==> src/rtl/sram_fifo_loader.sv <==
`default_nettype none
// ============================================================================
// Module      : sram_fifo_loader
// Description : Upstream feeder for an SRAM FIFO. Deserialises a strobed,
//               MSB-first bit stream into packets of `bits` bits and issues
//               each completed packet as a one-cycle write strobe. Tracks
//               FIFO occupancy from the writes it issues and the FIFO read
//               strobe, and drops any packet that would overflow the FIFO.
// Revision    : 1.0 - initial release
// ----------------------------------------------------------------------------
// Ports
//   clk          in   system clock, rising-edge active
//   rst          in   asynchronous active-high reset
//   serialIn     in   serial data bit, MSB first
//   serialValid  in   serialIn is sampled when high
//   frameStart   in   discard any partial packet (resynchronise)
//   readMode     in   copy of the FIFO read strobe
//   writeMode    out  FIFO write strobe, one cycle per accepted packet
//   inputPacket  out  packet to the FIFO, held after the strobe
//   full         out  count == depth
//   empty        out  count == 0
//   count        out  packets reserved or resident in the FIFO
//   overflow     out  sticky, set when a completed packet is dropped
// ============================================================================
module sram_fifo_loader #(
    parameter int bits      = 8,
    parameter int depth     = 8,
    parameter int countBits = 4
) (
    input  logic                 clk,
    input  logic                 rst,
    input  logic                 serialIn,
    input  logic                 serialValid,
    input  logic                 frameStart,
    input  logic                 readMode,
    output logic                 writeMode,
    output logic [bits-1:0]      inputPacket,
    output logic                 full,
    output logic                 empty,
    output logic [countBits-1:0] count,
    output logic                 overflow
);

    localparam int                  c_CNT_W = (bits > 1) ? $clog2(bits) : 1;
    localparam logic [c_CNT_W-1:0]  c_LAST  = c_CNT_W'(bits - 1);
    localparam logic [c_CNT_W-1:0]  c_ONE   = c_CNT_W'(1);
    localparam logic [countBits-1:0] c_DEPTH = countBits'(depth);
    localparam logic [countBits-1:0] c_CONE  = countBits'(1);

    typedef enum logic [1:0] {
        IDLE   = 2'd0,
        SHIFT  = 2'd1,
        COMMIT = 2'd2
    } state_t;

    state_t                 r_state;
    state_t                 w_state_nxt;
    logic [bits-1:0]        r_shreg;
    logic [bits-1:0]        w_shreg_nxt;
    logic [c_CNT_W-1:0]     r_bit_cnt;
    logic [c_CNT_W-1:0]     w_bit_cnt_nxt;
    logic [bits-1:0]        r_packet;
    logic [countBits-1:0]   r_count;
    logic [countBits-1:0]   w_count_nxt;
    logic                   r_overflow;

    logic                   w_dec;
    logic                   w_complete;
    logic                   w_accept;
    logic                   w_drop;
    logic [bits-1:0]        w_assembled;

    // Packet as it would look with the current bit shifted in.
    assign w_assembled = {r_shreg[bits-2:0], serialIn};

    // ------------------------------------------------------------------------
    // Next-state / datapath decode
    // ------------------------------------------------------------------------
    always_comb begin
        w_dec         = readMode && (r_count != '0);
        // frameStart forces bitCnt to 0 before this edge's bit is counted,
        // so a bit arriving together with frameStart can never complete.
        w_complete    = serialValid && !frameStart && (r_bit_cnt == c_LAST);
        // A simultaneous read frees the slot this write needs.
        w_accept      = w_complete && ((r_count < c_DEPTH) || w_dec);
        w_drop        = w_complete && !w_accept;

        w_shreg_nxt   = r_shreg;
        w_bit_cnt_nxt = r_bit_cnt;

        if (frameStart) begin
            if (serialValid) begin
                w_shreg_nxt   = {{(bits-1){1'b0}}, serialIn};
                w_bit_cnt_nxt = c_ONE;
            end else begin
                w_shreg_nxt   = '0;
                w_bit_cnt_nxt = '0;
            end
        end else if (serialValid) begin
            w_shreg_nxt   = w_assembled;
            w_bit_cnt_nxt = w_complete ? '0 : (r_bit_cnt + c_ONE);
        end

        if (w_accept) begin
            w_state_nxt = COMMIT;
        end else if (w_bit_cnt_nxt != '0) begin
            w_state_nxt = SHIFT;
        end else begin
            w_state_nxt = IDLE;
        end

        // Reservation happens on the completion edge, ahead of the write.
        w_count_nxt = r_count;
        if (w_accept && !w_dec) begin
            w_count_nxt = r_count + c_CONE;
        end else if (!w_accept && w_dec) begin
            w_count_nxt = r_count - c_CONE;
        end
    end

    // ------------------------------------------------------------------------
    // State and datapath registers
    // ------------------------------------------------------------------------
    always_ff @(posedge clk or posedge rst) begin
        if (rst) begin
            r_state    <= IDLE;
            r_shreg    <= '0;
            r_bit_cnt  <= '0;
            r_packet   <= '0;
            r_count    <= '0;
            r_overflow <= 1'b0;
        end else begin
            r_state   <= w_state_nxt;
            r_shreg   <= w_shreg_nxt;
            r_bit_cnt <= w_bit_cnt_nxt;
            r_count   <= w_count_nxt;
            if (w_accept) begin
                r_packet <= w_assembled;
            end
            if (w_drop) begin
                r_overflow <= 1'b1;
            end
        end
    end

    assign writeMode   = (r_state == COMMIT);
    assign inputPacket = r_packet;
    assign count       = r_count;
    assign full        = (r_count == c_DEPTH);
    assign empty       = (r_count == '0);
    assign overflow    = r_overflow;

endmodule
`default_nettype wire
==> config.mk <==
export PLATFORM = sky130hd
export DESIGN_NAME = sram_fifo_loader
export DESIGN_NICKNAME = d
export VERILOG_FILES = /design/src/rtl/sram_fifo_loader.sv
export SDC_FILE = /design/constraint.sdc
export NUM_CORES = 1
export LEC_CHECK = 0
export ABC_AREA = 1
export CORE_MARGIN = 2
export CORE_UTILIZATION = 23
export CTS_BUF_LIST = sky130_fd_sc_hd__clkbuf_8
export DETAILED_ROUTE_END_ITERATION = 10
export PLACE_DENSITY = 0.53
export SYNTH_ARGS = -nofsm -noshare
export SYNTH_HDL_FRONTEND = slang
export SYNTH_SLANG_ARGS = --single-unit
==> constraint.sdc <==
create_clock -name clk -period 3.1 [get_ports clk]
set_clock_uncertainty 0.1 [all_clocks]
set_input_delay 0.465 -clock clk [delete_from_list [all_inputs] [get_ports clk]]
set_output_delay 0.465 -clock clk [all_outputs]
set_load 0.005 [all_outputs]
==> results of run 1 <==
## worst reg2reg max path, stage by stage, from the launching register on
cell and delay (ns):
sky130_fd_sc_hd__dfrtp_1 0.46, sky130_fd_sc_hd__nor2_1 0.13, sky130_fd_sc_hd__inv_1 0.04, sky130_fd_sc_hd__or2_2 0.28
sky130_fd_sc_hd__o21ai_0 0.19, sky130_fd_sc_hd__ha_1 0.19, sky130_fd_sc_hd__inv_1 0.10, sky130_fd_sc_hd__ha_1 0.31
sky130_fd_sc_hd__or2_2 0.31, sky130_fd_sc_hd__nand3_1 0.08, sky130_fd_sc_hd__nand2_1 0.05, sky130_fd_sc_hd__nand2_1 0.05
sky130_fd_sc_hd__nand2_1 0.04
## logic make-up after synthesis
logic type               after synthesis
AO/OA/AOI/OAI                         19
XOR/XNOR                               2
adder cells (fa/ha/maj)                6
buffers and inverters                 25
flip-flops                            25
AND/OR/NAND/NOR                       52
## power by group through the flow
stage / Clock [W] / Combinational [W] / Sequential (W)
5_1_grt: 0.000214 / 0.000327 / 0.000413
3_3_place_gp: 0 / 0.000281 / 0.000413
6_report: 0.000195 / 0.000279 / 0.000403
4_1_cts: 0.000203 / 0.000284 / 0.000405
2_1_floorplan: 0 / 0.000169 / 0.000405
3_5_place_dp: 0 / 0.000283 / 0.000411
## path summary, 6_finish.rpt
| path | start | slack (ns) | to | cells after the start |
|---|---|---|---|---|
| max reg2reg | count[0] | 0.66 | count[3] | 12 |
| max | serialValid | 0.61 | count[3] | 13 |
| min | inputPacket[2] | 0.39 | inputPacket[2] | 2 |
| max in group asynchronous | rst | 2.22 | r_state[1] | 3 |
| min in group asynchronous | rst | 0.43 | r_shreg[6] | 3 |
| min reg2reg | inputPacket[2] | 0.39 | inputPacket[2] | 2 |
## layer usage
layer | vias up | wire, µm | global-route usage, %
met2 | 13 | 1020 | 13.5
met3 | 2 | 86 | 2.01
li1 | 447 | - | -
met5 | - | 0 | 0
met4 | 0 | 27 | 3.82
met1 | 399 | 1060 | 10.9
## state kept, by name, indices dropped and copies added, names as in the netlist
register,cells
r_bit_cnt,3
r_shreg,7
r_state,2
overflow,1
inputPacket,8
count,4
## cells in the final DEF, fill, tap and decap left out, types with 3 or more instances in the layout
cell type                         synthesis  routed
sky130_fd_sc_hd__o22ai_1                  6       6
sky130_fd_sc_hd__o21ai_0                  3       3
sky130_fd_sc_hd__inv_1                   22      22
sky130_fd_sc_hd__o21ai_2                  8       8
sky130_fd_sc_hd__clkbuf_8                 0       3
sky130_fd_sc_hd__nor2_1                   8       8
sky130_fd_sc_hd__clkdlybuf4s50_1          0      21
sky130_fd_sc_hd__ha_1                     5       5
sky130_fd_sc_hd__nand2_2                  3       3
sky130_fd_sc_hd__dfrtp_1                 25      25
sky130_fd_sc_hd__nand2_1                 34      34
## layout make-up
| type | count | area share, % |
|---|---|---|
| clock inverters | 1 | 0.489 |
| flip-flops and latches | 25 | 40.7 |
| well taps | 70 | 5.70 |
| repair buffers | 22 | 14.2 |
| multi-input cells | 79 | 30.2 |
| clock buffers | 3 | 2.69 |
| inverters | 24 | 6.03 |
## per-stage QoR
stage               utilization (%)  hold WS (ns)  worst slack, ns  total power (W)
floorplan                         -         0.368            0.831         0.000574
global placement               29.3         0.368            0.363         0.000694
detailed placement             29.3         0.371            0.338         0.000694
CTS                            30.3         0.395            0.613         0.000892
global route                   30.3         0.423            0.479         0.000954
finish                         30.3         0.392            0.615         0.000877
==> metrics, run 1 <==
part of the total power dissipated in combinational logic 31.9%; register area share after synthesis 52.1%; clock input transition at the sequential cells of the worst setup and hold paths 0.09 ns; ranking of synthesized cells by area sky130_fd_sc_hd__dfrtp_1, sky130_fd_sc_hd__nand2_1, sky130_fd_sc_hd__inv_1; Detailed Route Iter0 Violations 43; adder and majority gate portion of the synthesized area 6.88%; clock latency on the worst-skew pair around 0.27 ns; xor-xnor portion of the synthesized cell area about 1.5%; post-route setup TNS 0 ns; wirelength, routed about 2200 µm; max-slew headroom at the worst pin 78.9%; initial standard-cell utilization of the core between 20% and 30%; maximum ir drop on the vdd rail 0.157 mV; buffering stage count on the worst path with inverters included 3; category of the worst setup path capture point register; net count after synthesis 141; crit-path max cell delay 0.55 ns; area used by multi-input combinational logic 463 µm²; maximum number of pins on one net before global-route repair 26; total of cells resized after clock tree synthesis 0; Cell Pwr Density 571 nW/µm²; Max stage delay cell, worst path sky130_fd_sc_hd__clkdlybuf4s50_1; final worst-path cycle share about four fifths; final std cells w/o fill 224; number of primary I/O pins 22; hold buffers post-CTS 0; dominant combinational cell family by area after synthesis simple AND/OR/NAND/NOR gates; clock buffers created by TritonCTS 3; switching share of power 31.5%; WS Path Type in2reg; overall die height 76.3 µm; setup repair after global routing missed its margin false; # nets final 167; average routed wire per standard cell 9.79 µm; cell area after synthesis 1200 µm²; hold crit path type reg2reg; 1st-pass router iterations 4; number of diodes added for antenna fixing 0; time the worst path needs with I/O delays and setup roughly 2.5 ns; antenna violations before repair 0; number of instances in the synthesized netlist approximately 130; cell type group with the largest total delay on the critical path simple AND/OR/NAND/NOR gates; Crit path top cell by count sky130_fd_sc_hd__nand2_1; post-synthesis simple-gate area fraction 19.0%; number of synthesized flops with an enable pin 0; sequential cell area 626 µm²; # Post-CTS Setup Buffers 0; area growth from synthesis to layout 27.8%; top cell type's share of synthesized area between 50% and 60%; Static Leak 0.709 nW; GR Overflow Total 0; Die Width 76.3 µm; Async S/R FF share, synth between 90% and 100%; most repeated cell in the gate-level netlist after synthesis sky130_fd_sc_hd__nand2_1; number of max-slew violations in the final report 0; average cell area after synthesis 9.31 µm²; status completed; post-detailed-route DRC marker count 0; clock tree from TritonCTS built; Placeable Area between 5000 and 6000 µm²; Die Area 5820 µm²; share of the synthesized area in compound gates (AO/OA/AOI/OAI) 11.3%; vias after detailed routing 861; number of global-route vias before repair between 900 and 1000; number of cells in the design after placement 220; achievable clock frequency 0.402 GHz; Bufs on Longest Clock Path 2; Yosys warnings 0; HPWL Detailed between 1500 and 2000 µm; Seq cells post-synth 25; proportion of layout cells with a drive suffix above 1 14.9%; Final Cell Area 1540 µm²; dominant synthesized flop cell sky130_fd_sc_hd__dfrtp_1; Seq pwr share 45.9%; fill cell total of the finished layout approximately 550; CTS H-tree depth 1; number of distinct library cells after synthesis 20; switching power around 0.00028 W; critical path data arrival time 2.55 ns; clock sink total 25; number of I/O port buffers 21; gpl congestion around 0.8; cell type contributing the most total cell area after synthesis sky130_fd_sc_hd__dfrtp_1; actual slew at the worst max-slew pin 0.316 ns; Clk Tree Root Cell sky130_fd_sc_hd__clkbuf_8; via/cell ratio 3.84; remaining antenna violation count 0; final setup vio count 0; reported max-cap violation count 0; Fin. Hold Viols 0; cells traversed along the worst timing path clkdlybuf4s50_1, inv_2, nor2_4, nand2_2, nor2_4, ha_1, inv_1, ha_1, or2_2, nand3_1, nand2_1, nand2_1, nand2_1; worst-path maximum fanout 5; internal power contribution 0.000601 W; proportion of synthesized area in mux cells 0%; first-pass GRT wire length approximately 4000 µm; clock share of power approximately 22%; most frequent cells after synthesis sky130_fd_sc_hd__nand2_1, sky130_fd_sc_hd__dfrtp_1, sky130_fd_sc_hd__inv_1; placement-stage cell area 1490 µm²; gr usage total 8.47%; # rows 26; Setup crit start kind input port; Data required, critical path 3.16 ns
(Power assumes the default switching activity.)
==> inputs of run 2 (changes only) <==
- PLACE_DENSITY: 0.53 -> 0.54
- clock period: 3.1 -> 2.1 ns (I/O delays scaled with it)
==> metrics, run 2 (synthesized netlist as in run 1, its figures left out) <==
initial standard-cell utilization of the core 23.7%; worst hold slack across all endpoints 0.282 ns; clock tree from TritonCTS built; category of the worst setup path capture point register; Detailed Route Iter0 Violations 13; via/cell ratio 3.86; final setup vio count 0; HPWL Detailed approximately 1700 µm; Setup crit start kind register; status completed; first-pass GRT wire length 4070 µm; Fin. Hold Viols 0; met1 capacity usage during global routing 10.5%; max-slew headroom at the worst pin 78.2%; area growth from synthesis to layout 43.0%; antenna violations before repair 0; post-detailed-route DRC marker count 0; worst-path maximum fanout 4; critical path data arrival time 2.11 ns; Placeable Area a little over 5000 µm²; clock latency on the worst-skew pair 0.28 ns; time the worst path needs with I/O delays and setup roughly 2 ns; final worst-path cycle share around 95%; setup repair after global routing missed its margin true; Clk Tree Root Cell sky130_fd_sc_hd__clkbuf_8; CTS H-tree depth 1; number of I/O port buffers 21; maximum ir drop on the vdd rail 0.452 mV; wirelength, routed around 2300 µm; proportion of layout cells with a drive suffix above 1 between 20% and 30%; number of diodes added for antenna fixing 0; GR Overflow Total 0; Final Cell Area 1720 µm²; number of global-route vias before repair 940; final std cells w/o fill approximately 240; number of cells in the design after placement 232; commonest cells after routing, fill and taps aside sky130_fd_sc_hd__nand2_1, sky130_fd_sc_hd__dfrtp_1, sky130_fd_sc_hd__inv_1; WS Path Type reg2reg; vias after detailed routing 919; clock input transition at the sequential cells of the worst setup and hold paths 0.10 ns; # rows 26; placement-stage cell area 1590 µm²; Bufs on Longest Clock Path 2; Die Area 5820 µm²; gpl congestion 0.696; clock sink total 25; maximum number of pins on one net before global-route repair 26; number of flip-flops in the largest register 8; remaining antenna violation count 0; most common cell after layout, fill and taps aside sky130_fd_sc_hd__nand2_1; reported max-cap violation count 0; achievable clock frequency 0.499 GHz; global routing met3 resource utilization 2.49%; Static Leak 0.803 nW; gr usage total 8.58%; GR Util met2 14.2%; Data required, critical path 2.20 ns; final core area utilization about a third; hold crit path type in2async; peak-usage layer in the global routing report met2; Cell Pwr Density 879 nW/µm²; number of max-slew violations in the final report 0; number of primary I/O pins 22; # nets final 181; 1st-pass router iterations 4; Die Width 76.3 µm; clock buffers created by TritonCTS 3; average routed wire per standard cell ~9.5 µm; overall die height 76.3 µm; actual slew at the worst max-slew pin 0.327 ns
run 2: where the power goes:
group	leakage, nW	switching, W	total [W]	internal [W]
registers	0.334	0.0000235	0.000556	0.000533
clock network	0.0261	0.000171	0.000310	0.000139
logic	0.443	0.000296	0.000644	0.000348
total	0.803	0.000490	0.00151	0.00102
run 2: worst paths after layout:
check / cells past startpoint / endpoint / slack (ns) / from
max in group asynchronous: 3 / inputPacket[1] / 1.37 / rst
setup / recovery: 9 / count[2] / 0.1 / count[0]
min in group clk: 1 / overflow / 0.39 / overflow
setup reg to reg: 9 / count[2] / 0.1 / count[0]
hold reg to reg: 1 / overflow / 0.39 / overflow
hold / removal: 3 / r_shreg[4] / 0.28 / rst
run 2: what timing repair did:
action / CTS / global route
setup buffers: 1 / 1
hold buffers: 0 / 0
setup endpoints to repair: 3 / 2
gates resized for setup: 3 / 12
pin swaps: 0 / 10
run 2: area by class of cell:
| cell class | count | area [µm²] |
|---|---|---|
| Clock buffer | 3 | 41.3 |
| Clock inverter | 1 | 8.76 |
| Fill cell | 564 | 3360 |
| Inverter | 24 | 97.6 |
| Multi-Input combinational cell | 79 | 537 |
| Sequential cell | 25 | 626 |
| Tap cell | 70 | 87.6 |
| Timing Repair Buffer | 36 | 320 |
run 2: worst max-delay path: stages (launching register included):
cell                      delay, ns
sky130_fd_sc_hd__dfrtp_1       0.39
sky130_fd_sc_hd__nor2_1        0.10
sky130_fd_sc_hd__inv_1         0.04
sky130_fd_sc_hd__or2_4         0.25
sky130_fd_sc_hd__o21ai_4       0.15
sky130_fd_sc_hd__ha_4          0.18
sky130_fd_sc_hd__inv_6         0.05
sky130_fd_sc_hd__fa_1          0.40
sky130_fd_sc_hd__xnor2_2       0.15
sky130_fd_sc_hd__o21ai_1       0.13
run 2: metal layers:
layer / vias up / part of all wire, %
li1: 474 / -
met5: - / 0
met4: 0 / 1.1
met3: 4 / 3.8
met2: 12 / 46
met1: 429 / 49
run 2: per-stage QoR:
stage | worst slack, ns | setup TNS [ns] | power [W]
finish | 0.0979 | 0 | 0.00151
global route | -0.0257 | -0.0512 | 0.00163
CTS | -0.0385 | -0.0385 | 0.00145
detailed placement | -0.231 | -0.463 | 0.00114
global placement | -0.220 | -0.417 | 0.00114
floorplan | 0.00193 | 0 | 0.000870
==> inputs of run 3 (changes only) <==
- CELL_PAD_IN_SITES_DETAIL_PLACEMENT: not set -> 1
- CELL_PAD_IN_SITES_GLOBAL_PLACEMENT: not set -> 1
- CORE_UTILIZATION: 23 -> 36
- PLACE_DENSITY: 0.54 -> 0.87
==> metrics, run 3 (synthesized netlist as in run 1, its figures left out) <==
commonest cells after routing, fill and taps aside sky130_fd_sc_hd__nand2_1, sky130_fd_sc_hd__dfrtp_1, sky130_fd_sc_hd__inv_1; Detailed Route Iter0 Violations 24; final setup vio count 1; time the worst path needs with I/O delays and setup 2.14 ns; clock latency on the worst-skew pair 0.28 ns; critical path data arrival time 2.21 ns; fill cell total of the finished layout 368; clock tree from TritonCTS built; initial standard-cell utilization of the core between 30% and 40%; hold crit path type in2async; post-detailed-route DRC marker count 0; category of the worst setup path capture point register; Setup crit start kind register; switching share of power around a third; buffering stage count on the worst path with inverters included 2; reported max-cap violation count 0; cell type group with the largest total delay on the critical path simple AND/OR/NAND/NOR gates; GR Overflow Total 0; number of diodes added for antenna fixing 0; gr usage total 17.6%; number of I/O port buffers 21; Placeable Area 3100 µm²; HPWL Detailed 2120 µm; Die Area around 3800 µm²; hold buffers post-CTS 0; R2R setup slack -0.04 ns; Cell Pwr Density 943 nW/µm²; final std cells w/o fill around 210; achievable clock frequency 0.468 GHz; average routed wire per standard cell between 15 and 20 µm; area growth from synthesis to layout 39.8%; maximum ir drop on the vdd rail 0.487 mV; post-route setup TNS -0.0386 ns; number of flip-flops in the largest register 8; Final Worst Setup Slack -0.0386 ns; total chip power 0.00158 W; reg2reg path depth 13; proportion of layout cells with a drive suffix above 1 27.1%; clock buffers created by TritonCTS 3; vias after detailed routing 998; worst-path maximum fanout 4; switching power between 0.0005 and 0.0006 W; clock sink total 25; crit-path max cell delay approximately 0.39 ns; number of global-route vias before repair between 1000 and 1500; number of cells in the design after placement ~210; Die Width slightly above 60 µm; Fin. Hold Viols 0; status finished, violations left; Static Leak 0.823 nW; # nets final 183; final core area utilization 54.1%; maximum number of pins on one net before global-route repair 26; end of the worst register-to-register path count[3]; cells traversed along the worst timing path nor2_1, inv_1, or2_4, o21ai_4, ha_4, inv_4, ha_1, nor2_1, nand2_2, nand3_1, nand2_1, nand2_1, nand2_1; WS Path Type reg2reg; remaining antenna violation count 0; overall die height 61.8 µm; max-slew headroom at the worst pin between 70% and 80%; most common cell after layout, fill and taps aside sky130_fd_sc_hd__nand2_1; first-pass GRT wire length 4830 µm; number of max-slew violations in the final report 0; worst reg2reg startpoint count[0]; final worst-path cycle share 102%; worst hold slack across all endpoints 0.277 ns; Crit path top cell by count sky130_fd_sc_hd__nand2_1; part of the total power dissipated in combinational logic 45.1%; internal power contribution 0.00103 W; antenna violations before repair 0; gpl congestion 0.839; clock share of power roughly a fifth; 1st-pass router iterations 4; Bufs on Longest Clock Path 2; actual slew at the worst max-slew pin 0.332 ns; Data required, critical path 2.17 ns; wirelength, routed 3250 µm; Max stage delay cell, worst path sky130_fd_sc_hd__dfrtp_1; Worst Setup SP count[0]; via/cell ratio 4.66; Seq pwr share 35.7%; # rows 20; clock input transition at the sequential cells of the worst setup and hold paths ~0.09 ns; setup repair after global routing missed its margin true; CTS H-tree depth 1; number of primary I/O pins 22; violated checks negative setup slack; Clk Tree Root Cell sky130_fd_sc_hd__clkbuf_8
run 3: cell count changes in the layout (fill, tap and decap cells not counted), moves of 2 or more:
| cell | previous run | this run |
|---|---|---|
| sky130_fd_sc_hd__buf_4 | 15 | 17 |
| sky130_fd_sc_hd__dlygate4sd2_1 | 2 | 0 |
| sky130_fd_sc_hd__dlymetal6s2s_1 | 0 | 2 |
| sky130_fd_sc_hd__inv_6 | 2 | 0 |
run 3: how the worst max path moves through the flow:
stage                     cells after the start       end
final                                        13  count[3]
after CTS                                    12  count[3]
after global placement                       13  count[3]
after global routing                         13  count[3]
after floorplan                              12  count[3]
after detailed placement                     13  count[3]
run 3: routing by layer:
| metal | vias to the layer above | global-route usage (%) | share of wire [%] |
|---|---|---|---|
| met1 | 492 | 21.5 | 40 |
| met4 | 0 | 4.56 | 1.8 |
| li1 | 477 | - | - |
| met3 | 6 | 3.52 | 3.0 |
| met2 | 23 | 31.7 | 55 |
| met5 | - | 0 | 0 |
run 3: worst register-to-register path: cells and delay by family, from the launching register on:
family	cells	cell delay (ns)
AOI/OAI and AO/OA	1	0.15
adders and majority gates	2	0.36
and+or+nand+nor	8	0.91
buffers and inverters	2	0.11
DFF	1	0.39
run 3: power groups by stage:
stage,Clock [W],Combinational (W),Sequential (W)
after floorplan,0,0.000265,0.000604
after global placement,0,0.000548,0.000565
after detailed placement,0,0.000589,0.000570
after CTS,0.000309,0.000629,0.000560
after global routing,0.000331,0.000776,0.000570
final,0.000305,0.000713,0.000565
run 3: stage by stage:
step	cell area (µm²)	setup slack (ns)
finish	1680	-0.0386
global placement	1550	-0.202
global route	1680	-0.142
CTS	1630	0.0122
floorplan	1220	0.00193
detailed placement	1550	-0.269
run 3: timing repair:
item                       CTS  global route
hold endpoints to repair     0             0
buffers inserted             2             3
gates resized for setup      5             6
pin swaps                    3             1
setup endpoints to repair    2             5
cloned                       0             0
run 3: cell type report:
type,instances,area (µm²),area share (%)
inverter,24,95.1,5.66
multi-input combinational,79,512,30.5
clock buffer,3,41.3,2.46
sequential,25,626,37.3
tap,44,55.1,3.28
timing repair buffer,38,343,20.4
clock inverter,1,7.51,0.447
